**config.mk**
```make
export PLATFORM = sky130hd
export DESIGN_NAME = dkong_vram_arb
export DESIGN_NICKNAME = d
export VERILOG_FILES = /design/src/rtl/dkong_video_pkg.sv /design/src/rtl/dkong_vram_arb.sv
export SDC_FILE = /design/constraint.sdc
export NUM_CORES = 1
export LEC_CHECK = 0
export ABC_AREA = 1
export CORE_MARGIN = 3
export CORE_UTILIZATION = 40
export CTS_BUF_LIST = sky130_fd_sc_hd__clkbuf_2
export DETAILED_ROUTE_END_ITERATION = 7
export PLACE_DENSITY_LB_ADDON = 0.08
export SLEW_MARGIN = 40
export SYNTH_ARGS = -nofsm -noshare
export SYNTH_HDL_FRONTEND = slang
export SYNTH_SLANG_ARGS = --single-unit
export TNS_END_PERCENT = 20
```
**constraint.sdc**
```tcl
create_clock -name clk -period 2.35 [get_ports clk]
set_input_delay 0.47 -clock clk [delete_from_list [all_inputs] [get_ports clk]]
set_output_delay 0.47 -clock clk [all_outputs]
set_load 0.02 [all_outputs]
```
**src/rtl/dkong_video_pkg.sv**
```systemverilog
// Shared types and defaults for the Donkey Kong video RAM arbitration logic.
`timescale 1ns/1ps
package dkong_video_pkg;

  typedef enum logic [1:0] {
    ST_IDLE    = 2'd0,
    ST_CAPTURE = 2'd1,
    ST_HOLD    = 2'd2
  } vram_state_t;

  localparam int MAX_WAIT_DEF = 16;

endpackage

```
**src/rtl/dkong_vram_arb.sv**
```systemverilog
// Single-port tile VRAM arbiter: the video fetch normally owns the port, and the CPU
// gets it in idle video slots or, once it has waited long enough, by forcing a video miss.
//
// state      | meaning
// -----------+----------------------------------------------------------
// ST_IDLE    | no CPU access in flight; grant CPU when video idle or starved
// ST_CAPTURE | RAM output for the granted CPU access is captured
// ST_HOLD    | cpu_ack high until the CPU drops cpu_req
`timescale 1ns/1ps
module dkong_vram_arb
  import dkong_video_pkg::*;
#(
  parameter int ADDR_W   = 10,
  parameter int MAX_WAIT = MAX_WAIT_DEF
) (
  input  logic              clk,
  input  logic              rst_n,
  input  logic              cpu_req,
  input  logic              cpu_we,
  input  logic [ADDR_W-1:0] cpu_addr,
  input  logic [7:0]        cpu_wdata,
  output logic [7:0]        cpu_rdata,
  output logic              cpu_ack,
  output logic              vram_busy,
  input  logic              vid_req,
  input  logic [ADDR_W-1:0] vid_addr,
  output logic [7:0]        vid_data,
  output logic              vid_valid,
  output logic              vid_miss,
  output logic [ADDR_W-1:0] ram_addr,
  output logic              ram_we,
  output logic [7:0]        ram_wdata,
  input  logic [7:0]        ram_rdata
);

  localparam logic [7:0] WAIT_TC = 8'(MAX_WAIT - 1);

  vram_state_t state, state_nxt;
  logic [7:0]  wait_cnt;
  logic        starved;
  logic        grant;

  assign starved = (wait_cnt == WAIT_TC);
  // Gating with rst_n keeps a write from reaching the RAM while reset is held.
  assign grant   = rst_n && (state == ST_IDLE) && cpu_req && (!vid_req || starved);

  assign ram_addr  = grant ? cpu_addr : vid_addr;
  assign ram_we    = grant && cpu_we;
  assign ram_wdata = cpu_wdata;
  assign vid_data  = ram_rdata;
  assign vid_miss  = grant && vid_req;
  assign cpu_ack   = (state == ST_HOLD);
  assign vram_busy = cpu_req && !cpu_ack;

  always_comb begin
    state_nxt = state;
    case (state)
      ST_IDLE:    if (grant) state_nxt = ST_CAPTURE;
      ST_CAPTURE: state_nxt = ST_HOLD;
      ST_HOLD:    if (!cpu_req) state_nxt = ST_IDLE;
      default:    state_nxt = ST_IDLE;
    endcase
  end

  always_ff @(posedge clk or negedge rst_n) begin
    if (!rst_n) begin
      state     <= ST_IDLE;
      wait_cnt  <= 8'd0;
      cpu_rdata <= 8'd0;
      vid_valid <= 1'b0;
    end else begin
      state     <= state_nxt;
      vid_valid <= vid_req && !grant;
      if (state == ST_CAPTURE) cpu_rdata <= ram_rdata;
      if (!cpu_req || grant) begin
        wait_cnt <= 8'd0;
      end else if (state == ST_IDLE && !starved) begin
        wait_cnt <= wait_cnt + 8'd1;
      end
    end
  end

endmodule

```
# Yosys cells after proc, flatten, opt, wreduce, memory -nomap -nowiden
# Index checks and enable logic that the tools add are counted.
[totals]
register_bits = 19
word_cells = 34
output_inout_bits = 39
[classes]
add_sub_neg = 1
n_reduce_logical = 18
muxes = 6
eq_ne = 5
[ops]
columns = ["op", "count"]
rows = [
  ["2-to-1 mux 8 bit", 2],
  ["2-to-1 mux 10 bit", 1],
  ["adder 8 x 1 -> 8 bit, second input constant", 1],
  ["== test 8 x 4 -> 1 bit, second input constant", 1],
  ["logical AND 1 bit", 8],
  ["one-hot mux 2 bit (3 select lines)", 1],
  ["zero test 1 bit", 5],
  ["2-to-1 mux 2 bit", 2],
  ["inequality test 2 bit, second input constant", 2],
  ["== test 2 x 1 -> 1 bit, second input constant", 1],
  ["== test 2 bit, second input constant", 1],
  ["zero test 2 bit", 1],
  ["logical OR 1 bit", 2],
  ["AND reduction 2 bit", 1],
  ["nonzero test 2 bit", 1],
]

# Logic depth before layout (Yosys ltp)
[depth]
depth_word = 6
mapped_depth = 8
mapped_depth_nobuf = 8

# Least setup slack after synthesis
# OpenSTA, ideal clock, no wires.
[synth_timing]
path_kind = "reg2out"
start = "register wait_cnt[0]"
end = "output ram_we"
path_stages_with_launch = 7
t_required_ns = 1.880
arrival_ns = 1.387
path_slack_ns = 0.493
cell_sequence = "dfrtp_1 -> ha_1 -> nand3_2 -> o21bai_4 -> nand2_4 -> buf_4 -> nor2_1"
[synth_between]
elab_chain_len = 4
[synth_rtl]
columns = ["element", "line_no", "source"]
rows = [
  ["from (decl)", "dkong_vram_arb.sv:39", "logic [7:0] wait_cnt;"],
  ["from (signal assigned)", "dkong_vram_arb.sv:78", "wait_cnt <= wait_cnt + 8'd1;"],
  ["== test 8 x 4 -> 1 bit", "dkong_vram_arb.sv:43", "assign starved = (wait_cnt == WAIT_TC);"],
  ["logical OR 1 bit", "dkong_vram_arb.sv:45", "assign grant = rst_n && (state == ST_IDLE) && cpu_req && (!vid_req || starved);"],
  ["logical AND 1 bit", "dkong_vram_arb.sv:45", ""],
  ["logical AND 1 bit", "dkong_vram_arb.sv:48", "assign ram_we = grant && cpu_we;"],
  ["to (decl)", "dkong_vram_arb.sv:31", "output logic ram_we,"],
]
# No other way between the ends.

# Final worst setup path
[layout_timing]
start = "register wait_cnt[6]"
end = "output ram_addr[3]"
[layout_between]
elab_chain_len = 4
[layout_rtl]
columns = ["element", "line_no", "source"]
rows = [
  ["== test 8 x 4 -> 1 bit", "dkong_vram_arb.sv:43", ""],
  ["logical OR 1 bit", "dkong_vram_arb.sv:45", ""],
  ["logical AND 1 bit", "dkong_vram_arb.sv:45", ""],
  ["2-to-1 mux 10 bit", "dkong_vram_arb.sv:47", "assign ram_addr = grant ? cpu_addr : vid_addr;"],
  ["to (decl)", "dkong_vram_arb.sv:30", "output logic [ADDR_W-1:0] ram_addr,"],
]
# No other way between the ends.

==> metrics.md <==
| Metric | Value |
|---|---|
| Clock power share | `0.152` |
| CTS Sinks | `19` |
| Wirelength per Cell | `11.96 um` |
| GRT overflow | `0` |
| Fin Setup TNS | `0 ns` |
| Crit-path most repeated cell | `nand2_1` |
| Outcome | `completed` |
| CTS Buffer Depth | `2` |
| Final Max Tran Viols | `0` |
| Worst setup path class | `reg -> out` |
| Clock transition at path regs | `0.19 ns` |
| Antenna violations before repair | `0` |
| Number of library cell types mapped by synthesis | `22` |
| Net count, final | `265` |
| Total core area | `2877 um2` |
| Post-Syn Instances | `162` |
| CP Buf/Inv Count | `2` |
| CP max stage cell | `dfrtp_1` |
| Clock root buffer master | `clkbuf_2` |
| Clock latency on the worst-skew pair | `0.33 ns` |
| Post-synthesis sequential area ratio | `0.3792` |
| Sw Pwr | `336.3 uW` |
| Post-Synth Adder-Cell Area | `0.009980` |
| PD cells | `508.6 nW/um2` |
| Setup violation total in the final timing report | `0` |
| GRT met3 Usage | `0.05785` |
| TritonCTS clock tree | `yes` |
| Inserted Diodes | `0` |
| CTS buffer count | `3` |
| Comb pwr share | `0.428` |
| Finished Core Util | `0.6646` |
| Simple-Gate Fraction of Synth Area | `0.3363` |
| Syn avg cell area | `7.739 um2` |
| # Max-Cap Violations | `0` |
| Yosys warns | `0` |
| ANT nets after route | `0` |
| Register bit total from synthesis | `19` |
| CP max FO | `8` |
| Routability cong. | `0.7971` |
| Num ports | `80` |
| Fmax achieved | `438.5 MHz` |
| DR DRC count | `0` |
| VDD IR-drop max | `0.2960 mV` |
| Cell-internal power | `636.1 uW` |
| DR vias/cell | `4.580` |
| Total GRT Usage | `0.1745` |
| Synthesized area | `1254 um2` |
| CTS Hold Bufs | `0` |
| Final WL | `3158 um` |
| Port buffer count | `63` |
| Area delta synth->final | `52.49%` |
| Final std cells w/o fill | `264` |
| Iteration-0 DRC Markers | `59` |
| Via count | `1209` |
| Share of cells above drive strength 1 | `0.2477` |
| Post-synthesis compound-gate area fraction | `0.02295` |
| Vias in the first global route | `1203` |
| Critical path data arrival time | `1.81 ns` |
| Minimum clock period | `2.280 ns` |
| CP top delay family | `simple AND/OR/NAND/NOR gates` |
| Worst min path class | `in -> async` |
| Post-synthesis xor/xnor area fraction | `0.006986` |
| Switching share of total power | `0.3458` |
| First-pass GRT wire length | `4905 um` |
| Leakage | `0.0009302 uW` |
| DR pass1 iterations | `4` |
| DIE HEIGHT | `61.99 um` |
| Largest net degree at the start of global routing | `20` |
| Die X-Extent | `61.99 um` |
| Period utilisation layout | `0.9704` |
| Mux share of post-synthesis cell area | `0.07186` |
| Clock Skew | `0.006964 ns` |
| Final hold vios | `0` |
| Critical Path Start Type | `flip-flop` |
| Placed Cells incl. Taps | `258` |
| Met2 Use GR | `0.3166` |
| DP Wirelength | `2553 um` |
| Mapped Nets | `204` |
| Crit-path max cell delay | `0.46 ns` |
| GR Util met1 | `0.1759` |
| Worst Path Required | `1.88 ns` |
| Initial Utilization | `0.4358` |
| Flop pwr share | `0.420` |
| Critical Path Sink Type | `output port` |
| GRT busiest layer | `met2` |
| Cells along the critical path | `nor2_1 > nand2_2 > o21bai_4 > nand2_4 > buf_12 > nand2_1 > nand2_1 > clkdlybuf4s15_2` |
| RSZ-0062 raised after global routing | `yes` |
| Site row count | `19` |
| Worst Tran Pin Value | `0.3518 ns` |
| Die area | `3842 um2` |
| Largest family of logic cells by synthesized area | `simple AND/OR/NAND/NOR gates` |
| Worst slew margin | `0.7649` |
| CTS H-tree depth | `1` |
Yosys cell counts:
cell type | count | area (um2)
buf_4 | 17 | 127.6
ha_1 | 1 | 12.51
o21bai_4 | 1 | 18.77
nand2_4 | 1 | 11.26
nand3_2 | 1 | 10.01
inv_2 | 1 | 3.750
dfrtp_1 | 19 | 475.5
mux2_2 | 8 | 90.09
nand4_1 | 3 | 18.77
o21ai_0 | 1 | 5.000
nor2_1 | 17 | 63.81
nor2_4 | 1 | 11.26
nor2_2 | 2 | 12.51
xor2_1 | 1 | 8.760
nand3_1 | 6 | 30.03
a21oi_1 | 1 | 5.000
inv_6 | 1 | 8.760
nand2_1 | 54 | 202.7
buf_12 | 1 | 20.02
inv_1 | 15 | 56.30
nand2_2 | 9 | 56.30
nor3_1 | 1 | 5.000
registers in the layout, indices dropped and copies added (netlist names):
register   flops
cpu_rdata      8
wait_cnt       8
state          2
vid_valid      1
cell usage in the layout (no fill, tap or decap), drive strengths merged:
cell type	count
nand2	64
clkdlybuf4s50	50
nor2	20
dfrtp	19
inv	17
buf	17
mux2	8
nand3	7
clkdlybuf4s15	6
nand4	3
clkbuf	3
o21bai	1
nor3	1
o21ai	1
a21oi	1
xor2	1
ha	1
clkinv	1
dlygate4sd2	1
metrics by stage:
stage          hold WS [ns]  area [um2]  power [uW]  setup slack, ns
4_1_cts              0.4965        1913       978.9         0.002319
6_report             0.4980        1912       972.4          0.06966
3_5_place_dp         0.4928        1869       831.9          -0.2740
2_1_floorplan        0.1744        1254       624.6           0.4933
5_1_grt              0.5098        1912        1025        -0.007734
3_3_place_gp         0.4858        1869       814.2          -0.2827
final timing paths:
check | startpoint | end | slack, ns | cells after the start
setup / recovery | wait_cnt[6] | ram_addr[3] | 0.07 | 8
hold / removal | rst_n | wait_cnt[1] | 0.50 | 2
setup reg to reg | wait_cnt[6] | wait_cnt[7] | 0.84 | 7
hold reg to reg | cpu_rdata[1] | cpu_rdata[1] | 0.53 | 1
max in group asynchronous | rst_n | wait_cnt[5] | 1.64 | 2
min in group clk | cpu_rdata[1] | cpu_rdata[1] | 0.53 | 1
repair_timing:
action,4_1_cts,5_1_grt
gates resized for setup,38,12
cloned,0,0
setup endpoints to repair,13,12
endpoints found under the hold margin,0,0
setup buffers,1,1
pin swaps,0,2
power groups by stage:
stage	logic [uW]	clock network, uW	registers, uW
floorplan	164	0	460
global route	450	160	414
global placement	408	0	406
finish	416	148	408
detailed placement	419	0	413
CTS	421	153	405
cells by family (layout without fill, tap and decap cells):
family | after synthesis | count (layout)
AND/OR/NAND/NOR | 95 | 95
buffers and inverters | 35 | 95
flip-flops | 19 | 19
multiplexers | 8 | 8
AO/OA/AOI/OAI | 3 | 3
adder cells (fa/ha/maj) | 1 | 1
XOR/XNOR | 1 | 1
layer usage:
layer | share of wire | vias to the layer above
li1 | - | 602
met1 | 0.36 | 530
met2 | 0.53 | 68
met3 | 0.094 | 9
met4 | 0.022 | 0
met5 | 0 | -
worst register-to-register path, stage by stage (launching register included):
cell and delay, ns:
dfrtp_1 0.46, nor2_1 0.15, nand2_2 0.11, o21bai_4 0.16
nand2_4 0.11, buf_4 0.16, nand2_1 0.19, nor2_1 0.09
final cells by class:
cell class / count / area, um2
Fill cell: 251 / 964.7
Clock inverter: 1 / 5.005
Tap cell: 42 / 52.55
Clock buffer: 3 / 15.01
Timing Repair Buffer: 74 / 701.9
Inverter: 17 / 71.32
Multi-Input combinational cell: 108 / 589.3
Sequential cell: 19 / 476.7
(Power assumes the default switching activity.)
